### src/rtl/arm_pipe_pkg.sv
// Shared pipeline definitions: ARM condition codes, NZCV bit positions and flag-write masks.
package arm_pipe_pkg;

  typedef enum logic [3:0] {
    COND_EQ = 4'h0, COND_NE = 4'h1, COND_CS = 4'h2, COND_CC = 4'h3,
    COND_MI = 4'h4, COND_PL = 4'h5, COND_VS = 4'h6, COND_VC = 4'h7,
    COND_HI = 4'h8, COND_LS = 4'h9, COND_GE = 4'hA, COND_LT = 4'hB,
    COND_GT = 4'hC, COND_LE = 4'hD, COND_AL = 4'hE, COND_NV = 4'hF
  } cond_t;

  localparam int unsigned N_IDX = 3;
  localparam int unsigned Z_IDX = 2;
  localparam int unsigned C_IDX = 1;
  localparam int unsigned V_IDX = 0;

  localparam logic [1:0] FW_NZ = 2'b10;
  localparam logic [1:0] FW_CV = 2'b01;

endpackage

### src/rtl/cond_check.sv
// Combinational ARM condition evaluation of CondE against the architectural NZCV register.
module cond_check
  import arm_pipe_pkg::*;
(
  input  logic [3:0] CondE,
  input  logic [3:0] FlagsQ,
  output logic       CondExE
);

  logic n, z, c, v;

  assign n = FlagsQ[N_IDX];
  assign z = FlagsQ[Z_IDX];
  assign c = FlagsQ[C_IDX];
  assign v = FlagsQ[V_IDX];

  // NV is executed unconditionally, same as AL.
  always_comb begin
    CondExE = 1'b1;
    case (cond_t'(CondE))
      COND_EQ: CondExE = z;
      COND_NE: CondExE = ~z;
      COND_CS: CondExE = c;
      COND_CC: CondExE = ~c;
      COND_MI: CondExE = n;
      COND_PL: CondExE = ~n;
      COND_VS: CondExE = v;
      COND_VC: CondExE = ~v;
      COND_HI: CondExE = c & ~z;
      COND_LS: CondExE = ~c | z;
      COND_GE: CondExE = (n == v);
      COND_LT: CondExE = (n != v);
      COND_GT: CondExE = ~z & (n == v);
      COND_LE: CondExE = z | (n != v);
      COND_AL: CondExE = 1'b1;
      COND_NV: CondExE = 1'b1;
    endcase
  end

endmodule

### src/rtl/ex_mem_stage.sv
// Execute condition gating, NZCV register and Execute->Memory pipeline register.
// Optional squashed-instruction counter enabled by defining EXMEM_SQUASH_CNT_EN.
module ex_mem_stage
  import arm_pipe_pkg::*;
#(
  parameter int unsigned DATA_W = 32,
  parameter int unsigned REG_AW = 4
) (
  input  logic              clk,
  input  logic              reset,
  input  logic              EnM,
  input  logic              FlushM,
  input  logic              PCSrcE,
  input  logic              RegWriteE,
  input  logic              MemtoRegE,
  input  logic              MemWriteE,
  input  logic [1:0]        FlagWriteE,
  input  logic [3:0]        CondE,
  input  logic [3:0]        ALUFlagsE,
  input  logic [DATA_W-1:0] ALUResultE,
  input  logic [DATA_W-1:0] WriteDataE,
  input  logic [REG_AW-1:0] WA3E,
  output logic              CondExE,
  output logic              PCSrcGateE,
  output logic [3:0]        FlagsQ,
  output logic              PCSrcM,
  output logic              RegWriteM,
  output logic              MemtoRegM,
  output logic              MemWriteM,
  output logic [DATA_W-1:0] ALUResultM,
  output logic [DATA_W-1:0] WriteDataM,
  output logic [REG_AW-1:0] WA3M
`ifdef EXMEM_SQUASH_CNT_EN
  ,
  output logic [15:0]       SquashCnt
`endif
);

  logic wr_nz, wr_cv;

  cond_check u_cond_check (
    .CondE   (CondE),
    .FlagsQ  (FlagsQ),
    .CondExE (CondExE)
  );

  assign PCSrcGateE = PCSrcE & CondExE;
  assign wr_nz      = |(FlagWriteE & FW_NZ) & CondExE;
  assign wr_cv      = |(FlagWriteE & FW_CV) & CondExE;

  always_ff @(posedge clk) begin
    if (!reset) begin
      PCSrcM     <= 1'b0;
      RegWriteM  <= 1'b0;
      MemtoRegM  <= 1'b0;
      MemWriteM  <= 1'b0;
      ALUResultM <= '0;
      WriteDataM <= '0;
      WA3M       <= '0;
      FlagsQ     <= '0;
    end else if (FlushM) begin
      // Bubble: controls cleared, data and flags left as they were.
      PCSrcM    <= 1'b0;
      RegWriteM <= 1'b0;
      MemtoRegM <= 1'b0;
      MemWriteM <= 1'b0;
    end else if (EnM) begin
      PCSrcM     <= PCSrcGateE;
      RegWriteM  <= RegWriteE & CondExE;
      MemtoRegM  <= MemtoRegE;
      MemWriteM  <= MemWriteE & CondExE;
      ALUResultM <= ALUResultE;
      WriteDataM <= WriteDataE;
      WA3M       <= WA3E;
      if (wr_nz) FlagsQ[N_IDX:Z_IDX] <= ALUFlagsE[N_IDX:Z_IDX];
      if (wr_cv) FlagsQ[C_IDX:V_IDX] <= ALUFlagsE[C_IDX:V_IDX];
    end
  end

`ifdef EXMEM_SQUASH_CNT_EN
  logic squash;

  assign squash = ~CondExE & (PCSrcE | RegWriteE | MemWriteE | (|FlagWriteE));

  always_ff @(posedge clk) begin
    if (!reset)
      SquashCnt <= '0;
    else if (!FlushM && EnM && squash)
      SquashCnt <= SquashCnt + 16'd1;
  end
`endif

endmodule
### config.mk
export PLATFORM = sky130hd
export DESIGN_NAME = ex_mem_stage
export DESIGN_NICKNAME = d
export VERILOG_FILES = /design/src/rtl/arm_pipe_pkg.sv /design/src/rtl/cond_check.sv /design/src/rtl/ex_mem_stage.sv
export SDC_FILE = /design/constraint.sdc
export NUM_CORES = 1
export LEC_CHECK = 0
export CORE_MARGIN = 2
export CORE_UTILIZATION = 40
export CTS_BUF_LIST = sky130_fd_sc_hd__clkbuf_2 sky130_fd_sc_hd__clkbuf_4 sky130_fd_sc_hd__clkbuf_8
export CTS_CLUSTER_DIAMETER = 40
export DETAILED_ROUTE_END_ITERATION = 10
export PLACE_DENSITY_LB_ADDON = 0.15
export SYNTH_ARGS = -nofsm -noshare
export SYNTH_HDL_FRONTEND = slang
export SYNTH_SLANG_ARGS = --single-unit
### constraint.sdc
create_clock -name clk -period 3.5 [get_ports clk]
set_input_delay 0.875 -clock clk [delete_from_list [all_inputs] [get_ports clk]]
set_output_delay 0.875 -clock clk [all_outputs]
set_load 0.02 [all_outputs]
==> results of run 1 <==
[worst max-delay path: stages]
cell and delay [ps]:
dlygate4sd2_1 250, buf_4 170, nand2_1 70, nor3_1 40
a311o_1 380, o41ai_4 370, or2_4 190, nor2b_1 40
buf_2 150
[worst paths after layout]
path	to	slack [ps]	cells after the start
setup reg to reg	FlagsQ[0]	1190	9
setup / recovery	PCSrcGateE	80	9
hold / removal	ALUResultM[31]	460	2
hold reg to reg	ALUResultM[31]	460	2
[what timing repair did]
item | in CTS | in global routing
setup buffers | 2 | 3
resized for setup | 17 | 7
pin swaps | 3 | 5
endpoints found under the setup margin | 2 | 2
hold buffers | 0 | 0
[synthesized netlist by cell type, drive strengths merged]
master / number / share of area [%]
a21bo: 1 / 0.33
or3b: 1 / 0.29
nor3: 5 / 0.81
nand2: 148 / 18
mux2i: 6 / 2.0
nand3b: 3 / 0.73
o311ai: 1 / 0.29
and3: 1 / 0.20
xor2: 1 / 0.29
nand3: 4 / 0.65
o41ai: 1 / 0.53
inv: 3 / 0.37
o31ai: 1 / 0.24
dfxtp: 76 / 50
buf: 5 / 0.77
and4: 1 / 0.29
a21oi: 1 / 0.16
a21boi: 68 / 17
nor2: 4 / 0.57
o22ai: 1 / 0.20
nor4b: 1 / 0.49
o21ai: 4 / 0.65
nor2b: 6 / 1.2
or2: 1 / 0.20
a311o: 1 / 0.33
a22oi: 2 / 0.49
nor3b: 2 / 0.49
nand2b: 2 / 0.41
clkbuf: 23 / 2.9
[metal layers]
layer	track usage, %	part of all wire, %
met2	34.87	49
met3	5.998	7.7
met4	7.702	2.1
met5	0	0
met1	23.77	41
[power by group]
part | switching (mW) | internal [mW] | total [mW]
Clock | 0.306 | 0.465 | 0.771
Sequential | 0.0197 | 0.903 | 0.922
Combinational | 0.168 | 0.211 | 0.379
[through the flow]
stage                     TNS, ps  hold slack [ps]
final                           0            464.1
after global placement      -1173            450.0
after floorplan                 0            540.8
after CTS                       0            467.9
after detailed placement    -1320            456.6
after global routing       -3.074            485.3
[cells by family (layout without fill, tap and decap cells)]
family	Yosys count	after routing	share of synthesized area, %
xor+xnor	1	1	0.2851
buf+inv	31	197	3.990
flops	76	76	49.51
simple gates	179	179	24.43
compound gates	81	81	19.83
mux	6	6	1.954
[sequential cells by signal (all words and copies together), names as in the netlist]
signal	cells
PCSrcM	1
WA3M	4
ALUResultM	32
RegWriteM	1
WriteDataM	32
FlagsQ	4
MemWriteM	1
MemtoRegM	1
[cell type report]
type                            count  area share, %
Timing Repair Buffer              180          34.03
Sequential cell                    76          29.90
Multi-Input combinational cell    267          28.96
Clock buffer                        9          2.434
Tap cell                           99          2.434
Clock inverter                      5          2.016
Inverter                            3         0.2213
==> results by group, run 1 <==
GRT
  • First-pass GRT wire length: 13890 um
  • Vias in the first global route: 2955
  • Pin count of the biggest net entering global routing: 78
  • Global route overflow: 0
  • Gr usage total: 20.29%
  • Initial antenna violation count: 0

Setup path
  • Worst EP required: 2620 ps
  • CP endpoint kind: primary output
  • Worst Path Arrival: 2550 ps
  • Worst Path Max Fanout: 10
  • Crit start category: input port
  • R2R Path Start: FlagsQ[0]
  • Crit path from: CondE[1]
  • WS Path Type: input port to primary output

Synth
  • Ys Warns: 0
  • Avg Synthesized Cell Area: 8.216 um2
  • Mapped Area: 3073 um2
  • Seq/Total Area, Yosys: 49.51%
  • Synthesized flop and latch total: 76
  • Cell variety after synth: 32
  • Cells after Synth: 374
  • Post-synthesis net count: 460

Cells and area
  • Layout cells sized above 1: 8.889%
  • Commonest cells after routing, fill and taps aside: clkdlybuf4s50_1, nand2_1, dfxtp_1
  • Multi-input gate area: 1474 um2
  • Area Growth Syn to Fin: 65.59%
  • Commonest non-fill, non-tap cell in the layout: clkdlybuf4s50_1
  • Fillers: 610
  • Non-filler cells, final: 639
  • # diodes: 0
  • Reg area: 1521 um2
  • Fin area: 5089 um2
  • Final #Nets: 623
  • Post-layout util: 69.41%

Routing
  • Vias: 3058
  • DRC Markers: 0
  • Wire length per cell: 13.46 um
  • Vias per inst: 4.786
  • Wirelength, routed: 8598 um
  • First drt pass iteration count: 4
  • 1st-iter DRT viols: 111
  • Detail Route Antenna Nets: 0

Place
  • Dpl cell area: 4812 um2
  • GPL Wtd Cong: 0.7732
  • Port-buffer cells: 163
  • Place WS: -672.8 ps
  • Final HPWL from detailed placement: 6099 um
  • Placed cell count: 620

Timing
  • Period utilization: 97.75%
  • Least-Margin Pin Slew: 727.9 ps
  • Worst setup margin: 78.70 ps
  • Max Clock Freq: 0.2923 GHz
  • Rel. slew slack: 51.47%
  • Final count of negative-setup-slack endpoints: 0
  • Fin crit period: 3421 ps
  • Clock skew: 0.2824 ps
  • Slew Viols, Final: 0
  • Fin. Hold Viols: 0

Min path
  • Worst hold path startpoint: ALUResultM[31]
  • Class of the worst hold path: flip-flop to flip-flop

Floorplan
  • Top-level I/O count: 164
  • Chip height: 91.65 um
  • Row count: 31
  • Die width: 91.65 um
  • Core ar.: 7331 um2
  • Die ar.: 8400 um2
  • Initial Util: 41.92%

Run
  • Total of max-cap violations: 0

Clock network
  • Clock sinks: 76
  • Num CTS Buffers: 9
  • Clk_lat worst skew: 330 ps
  • H-Tree Level Count: 3
  • Clock buffer depth: 2
  • Root Buffer: clkbuf_8
  • Worst-path clk slew: 80 ps
  • CTS tree: built

Status
  • Status: complete, no violations

Pwr
  • Pwr dens: 407.2 nW/um2
  • Total power draw: 2.072 mW
  • IR Drop Worst-Case VDD: 0.0002800 V
  • Leakage: 1.870 nW
No activity file was read; power rests on OpenSTA's default activity.
==> inputs of run 2 (changes only) <==
HOLD_SLACK_MARGIN = 0.06   (was unset)
SYNTH_HIERARCHICAL = 1   (was unset)
==> run 2 against run 1 <==
Critical path depth decreased by 1. Worst hold slack lost 11 ps. First-iteration DRC count decreased by 20%. Combinational power down 4%. Largest cell class unchanged.
==> results by group, run 2 <==
Place
  • Port-buffer cells: 163
  • GPL Wtd Cong: 0.7445
  • Dpl cell area: 4760 um2
  • Final HPWL from detailed placement: 5790 um
  • Placed cell count: 614

Timing
  • Fin. Hold Viols: 0
  • Rel. slew slack: 66.93%
  • Least-Margin Pin Slew: 496.0 ps
  • RSZ-0062 raised after global routing: no
  • Final count of negative-setup-slack endpoints: 0
  • Hold_ws: 452.8 ps
  • Fin crit period: 3425 ps
  • Period utilization: 97.87%
  • TNS Setup: 0 ps
  • Clock skew: 1.817 ps
  • Max Clock Freq: 0.2919 GHz
  • Slew Viols, Final: 0

Pwr
  • Pwr dens: 390.3 nW/um2
  • IR Drop Worst-Case VDD: 0.0002488 V
  • Sw Share: 25.10%
  • Sw power: 0.4847 mW
  • Clock power share: 33.5%
  • Combinational Power Share: 18.7%
  • Leakage: 1.826 nW
  • Sequential Power Share: 47.7%
  • Cell-internal power: 1.447 mW

Run
  • Total of max-cap violations: 0

Setup path
  • R2R Path Start: FlagsQ[0]
  • FF-to-FF path depth: 9
  • WS Path Type: input port to primary output
  • Worst Path Arrival: 2550 ps
  • Crit path from: CondE[0]
  • Crit start category: input port
  • Worst Path Max Fanout: 3
  • CP endpoint kind: primary output
  • Worst EP required: 2620 ps
  • R2R Path End: FlagsQ[2]
  • R2R Setup Slk: 1650 ps

Clock network
  • Root Buffer: clkbuf_8
  • Post-CTS Setup Bufs: 0
  • Resized cells post-CTS: 10
  • Worst-path clk slew: 70 ps
  • H-Tree Level Count: 3
  • Clk_lat worst skew: 330 ps
  • Num CTS Buffers: 9
  • # hold bufs at CTS: 0
  • Clock buffer depth: 2
  • CTS tree: built
  • Clock sinks: 76

Synth
  • Post-synthesis net count: 448
  • Cells after Synth: 362
  • Mapped Area: 3084 um2
  • Most common cell in the netlist: nand2_1
  • Post-synth top area share: 49.33%
  • Ys async rst share: 0%
  • Primary FF master, synth: dfxtp_1
  • Post-synth top cells: nand2_1, dfxtp_1, a21boi_0
  • Avg Synthesized Cell Area: 8.520 um2
  • Synthesized flop and latch total: 76
  • Ranking of synthesized cells by area: dfxtp_1, nand2_1, a21boi_0, a21boi_1, buf_4
  • Ys Warns: 6
  • Post-synth EDFFs: 0
  • Area leader, netlist: dfxtp_1
  • Seq/Total Area, Yosys: 49.33%
  • Cell variety after synth: 33

Routing
  • Detail Route Antenna Nets: 0
  • Vias: 2920
  • Wire length per cell: 13.04 um
  • 1st-iter DRT viols: 89
  • Wirelength, routed: 8204 um
  • Vias per inst: 4.642
  • First drt pass iteration count: 4
  • DRC Markers: 0

Cells and area
  • Area Growth Syn to Fin: 60.45%
  • Largest registers: ALUResultM x32, WriteDataM x32
  • Layout cells sized above 1: 7.590%
  • Fin area: 4949 um2
  • # diodes: 0
  • Non-filler cells, final: 629
  • Commonest non-fill, non-tap cell in the layout: clkdlybuf4s50_1
  • Commonest cells after routing, fill and taps aside: clkdlybuf4s50_1, nand2_1, dfxtp_1
  • Fillers: 665
  • Final #Nets: 609

GRT
  • Global route overflow: 0
  • Vias in the first global route: 2810
  • Gr usage total: 19.52%
  • Pin count of the biggest net entering global routing: 69
  • First-pass GRT wire length: 13300 um
  • Initial antenna violation count: 0

Min path
  • Worst Hold End: ALUResultM[12]
  • Worst hold path startpoint: ALUResultM[12]
  • Hold Path Stages: 2
  • Class of the worst hold path: flip-flop to flip-flop

Floorplan
  • Die width: 91.81 um
  • Initial Util: 40.54%
  • Die ar.: 8429 um2
  • Row count: 32
  • Core ar.: 7607 um2
  • Chip height: 91.81 um
  • Top-level I/O count: 164

Status
  • Status: complete, no violations
run 2: changes by cell type in the layout (fill, tap and decap cells not counted), moves of 4 or more:
cell,change
nand2_1,-6
nor3_1,-4
a21boi_1,+20
a21boi_0,-20
buf_4,-4
mux2i_1,-4
run 2: cell families (layout without fill, tap and decap cells):
kind of cell / after synthesis / in the layout / share of synthesized area, %
xor gates and xnor gates: 4 / 4 / 1.136
AOI/OAI and AO/OA: 84 / 84 / 19.84
DFF: 76 / 76 / 49.33
muxes: 2 / 2 / 0.6491
and+or+nand+nor: 168 / 168 / 22.52
buffers and inverters: 28 / 193 / 6.531
run 2: how the worst max path moves through the flow:
stage | slack (ps) | end
6_report | 70 | PCSrcGateE
5_1_grt | 5 | PCSrcGateE
4_1_cts | 20 | CondExE
3_5_place_dp | -430 | PCSrcGateE
3_3_place_gp | -350 | PCSrcGateE
2_1_floorplan | 300 | PCSrcGateE
run 2: stage by stage:
| stage | total power [mW] | util (%) | setup WS [ps] |
|---|---|---|---|
| 2_1_floorplan | 1.105 | - | 298.9 |
| 3_3_place_gp | 1.298 | 62.57 | -352.3 |
| 3_5_place_dp | 1.306 | 62.57 | -425.2 |
| 4_1_cts | 1.959 | 65.10 | 22.59 |
| 5_1_grt | 2.023 | 65.05 | 5.174 |
| 6_report | 1.931 | 65.05 | 74.52 |
run 2: per-layer routing:
| layer | up-vias | wire length (um) | global-route usage (%) |
|---|---|---|---|
| met5 | - | 0 | 0 |
| met1 | 1302 | 3645 | 24.00 |
| met3 | 10 | 773 | 7.477 |
| li1 | 1498 | - | - |
| met4 | 0 | 104 | 6.343 |
| met2 | 110 | 3680 | 31.56 |
run 2: worst max-delay path, cell delays in order:
cell	delay [ps]
clkdlybuf4s50_1	440
buf_4	150
buf_4	140
xnor2_1	120
a311oi_1	390
o21ai_2	130
and2_4	160
buf_2	150
run 2: area by class of cell:
cell class	instances	area, um2	area share (%)
repair buffers	177	1733	35.02
flip-flops and latches	76	1521	30.75
inverters	1	3.754	0.07585
multi-input cells	258	1373	27.74
well taps	102	127.6	2.579
clock buffers	10	137.6	2.781
clock inverters	5	52.55	1.062
run 2: power groups by stage:
stage | clock network, mW | logic, mW | registers [mW]
floorplan | 0 | 0.117 | 0.988
global placement | 0 | 0.358 | 0.940
detailed placement | 0 | 0.364 | 0.942
CTS | 0.671 | 0.365 | 0.922
global route | 0.706 | 0.390 | 0.927
finish | 0.648 | 0.362 | 0.922
==> inputs of run 3 (changes only) <==
RECOVER_POWER = 100   (was unset)
==> run 3 against run 2 <==
The run now ends with max-capacitance violations, max-slew violations left. Clock skew about the same. Flip-flop and latch count stayed put. Clock-buffer cell count is the same.
==> results by group, run 3 (same netlist as run 2, synthesis figures left out) <==
Routing
  • Met2 WL: 3702 um
  • Vias per inst: 4.674
  • Wirelength, routed: 8187 um
  • Top Layer Used: met4
  • Detail Route Antenna Nets: 0
  • Vias: 2940
  • DRC Markers: 0
  • 1st-iter DRT viols: 92
  • First drt pass iteration count: 4
  • Wl on met1: 3576 um
  • Met3 routed WL: 803 um
  • Wire length per cell: 13.02 um

Pwr
  • IR Drop Worst-Case VDD: 0.0002470 V
  • Sw power: 0.4818 mW
  • Clock power share: 33.9%
  • Cell-internal power: 1.430 mW
  • Combinational Power Share: 18.0%
  • Sw Share: 25.20%
  • Leakage: 2.034 nW
  • Sequential Power Share: 48.1%
  • Pwr dens: 387.3 nW/um2

Clock network
  • Num CTS Buffers: 9
  • CTS tree: built
  • Worst-path clk slew: 70 ps
  • Clock sinks: 76
  • Clock buffer depth: 2
  • H-Tree Level Count: 3
  • Root Buffer: clkbuf_8
  • Clk_lat worst skew: 330 ps

Place
  • Port-buffer cells: 163
  • Place WS: -425.2 ps
  • Dpl cell area: 4760 um2
  • Final HPWL from detailed placement: 5790 um
  • GPL Wtd Cong: 0.7445

Timing
  • Least-Margin Pin Slew: 1552 ps
  • Final count of negative-setup-slack endpoints: 0
  • Period utilization: 97.95%
  • Rel. slew slack: -3.496%
  • TNS Setup: 0 ps
  • Hold_ws: 457.1 ps
  • RSZ-0062 raised after global routing: no
  • Fin crit period: 3428 ps
  • Clock skew: 1.945 ps
  • Fin. Hold Viols: 0
  • Worst setup margin: 71.69 ps
  • Max Clock Freq: 0.2917 GHz
  • Slew Viols, Final: 38

Cells and area
  • Post-layout util: 64.90%
  • Commonest non-fill, non-tap cell in the layout: nand2_1
  • Layout cells sized above 1: 7.021%
  • Final #Nets: 609
  • Commonest cells after routing, fill and taps aside: nand2_1, clkdlybuf4s50_1, dlygate4sd3_1
  • Fillers: 671
  • # diodes: 0
  • Fin area: 4937 um2
  • Area Growth Syn to Fin: 60.08%
  • Largest registers: ALUResultM x32, WriteDataM x32

Run
  • Total of max-cap violations: 1

GRT
  • Gr usage total: 19.52%
  • First-pass GRT wire length: 13300 um
  • Initial antenna violation count: 0
  • Vias in the first global route: 2810
  • Global route overflow: 0
  • Pin count of the biggest net entering global routing: 69

Status
  • Status: finished, violations left
  • Violated checks: max-capacitance violations, max-slew violations

Floorplan
  • Chip height: 91.81 um
  • Initial Util: 40.54%
  • Die ar.: 8429 um2
  • Core ar.: 7607 um2
  • Die width: 91.81 um
  • Top-level I/O count: 164
  • Row count: 32

Setup path
  • Worst Path Max Fanout: 3
  • CP endpoint kind: primary output
  • Worst Path Arrival: 2550 ps
  • Crit start category: input port
  • Worst EP required: 2620 ps
  • WS Path Type: input port to primary output

Min path
  • Class of the worst hold path: flip-flop to flip-flop
-- run 3: per-stage QoR --
| stage | cells | total power [mW] |
|---|---|---|
| CTS | 629 | 1.959 |
| detailed placement | 614 | 1.306 |
| global placement | 614 | 1.298 |
| global route | 629 | 2.005 |
| floorplan | 362 | 1.105 |
| finish | 629 | 1.912 |
-- run 3: worst max-delay path, cell delays in order --
cell	delay [ps]
clkdlybuf4s50_1	440
buf_4	150
buf_4	140
xnor2_1	120
a311oi_1	390
o21ai_2	130
and2_4	160
buf_2	150
-- run 3: power groups by stage --
stage               Sequential [mW]  Combinational (mW)  Clock [mW]
floorplan                     0.988               0.117           0
global placement              0.940               0.358           0
detailed placement            0.942               0.364           0
CTS                           0.922               0.365       0.671
global route                  0.925               0.374       0.706
finish                        0.920               0.345       0.647
-- run 3: path summary, 6_finish.rpt --
kind,endpoint,startpoint,cells past startpoint,slack (ps)
max,PCSrcGateE,CondE[0],8,70
min,ALUResultM[17],ALUResultM[17],2,460
max reg2reg,FlagsQ[2],FlagsQ[0],9,1570
min reg2reg,ALUResultM[17],ALUResultM[17],2,460
-- run 3: timing repair --
item / 4_1_cts / 5_1_grt
pin swaps: 0 / 0
gates resized for setup: 10 / 3
setup buffers: 0 / 0
hold endpoints to repair: 0 / 0
hold buffers: 0 / 0
setup endpoints to repair: 2 / 2
-- run 3: area by class of cell --
| class | instances | area (um2) | area share [%] |
|---|---|---|---|
| Clock inverter | 5 | 52.55 | 1.064 |
| Timing Repair Buffer | 177 | 1722 | 34.87 |
| Sequential cell | 76 | 1521 | 30.82 |
| Tap cell | 102 | 127.6 | 2.585 |
| Inverter | 1 | 3.754 | 0.07603 |
| Clock buffer | 10 | 137.6 | 2.788 |
| Multi-Input combinational cell | 258 | 1373 | 27.80 |
-- run 3: routing by layer --
| metal | vias up | global-route usage (%) |
|---|---|---|
| li1 | 1503 | - |
| met1 | 1315 | 24.00 |
| met2 | 112 | 31.56 |
| met3 | 10 | 7.477 |
| met4 | 0 | 6.343 |
| met5 | - | 0 |
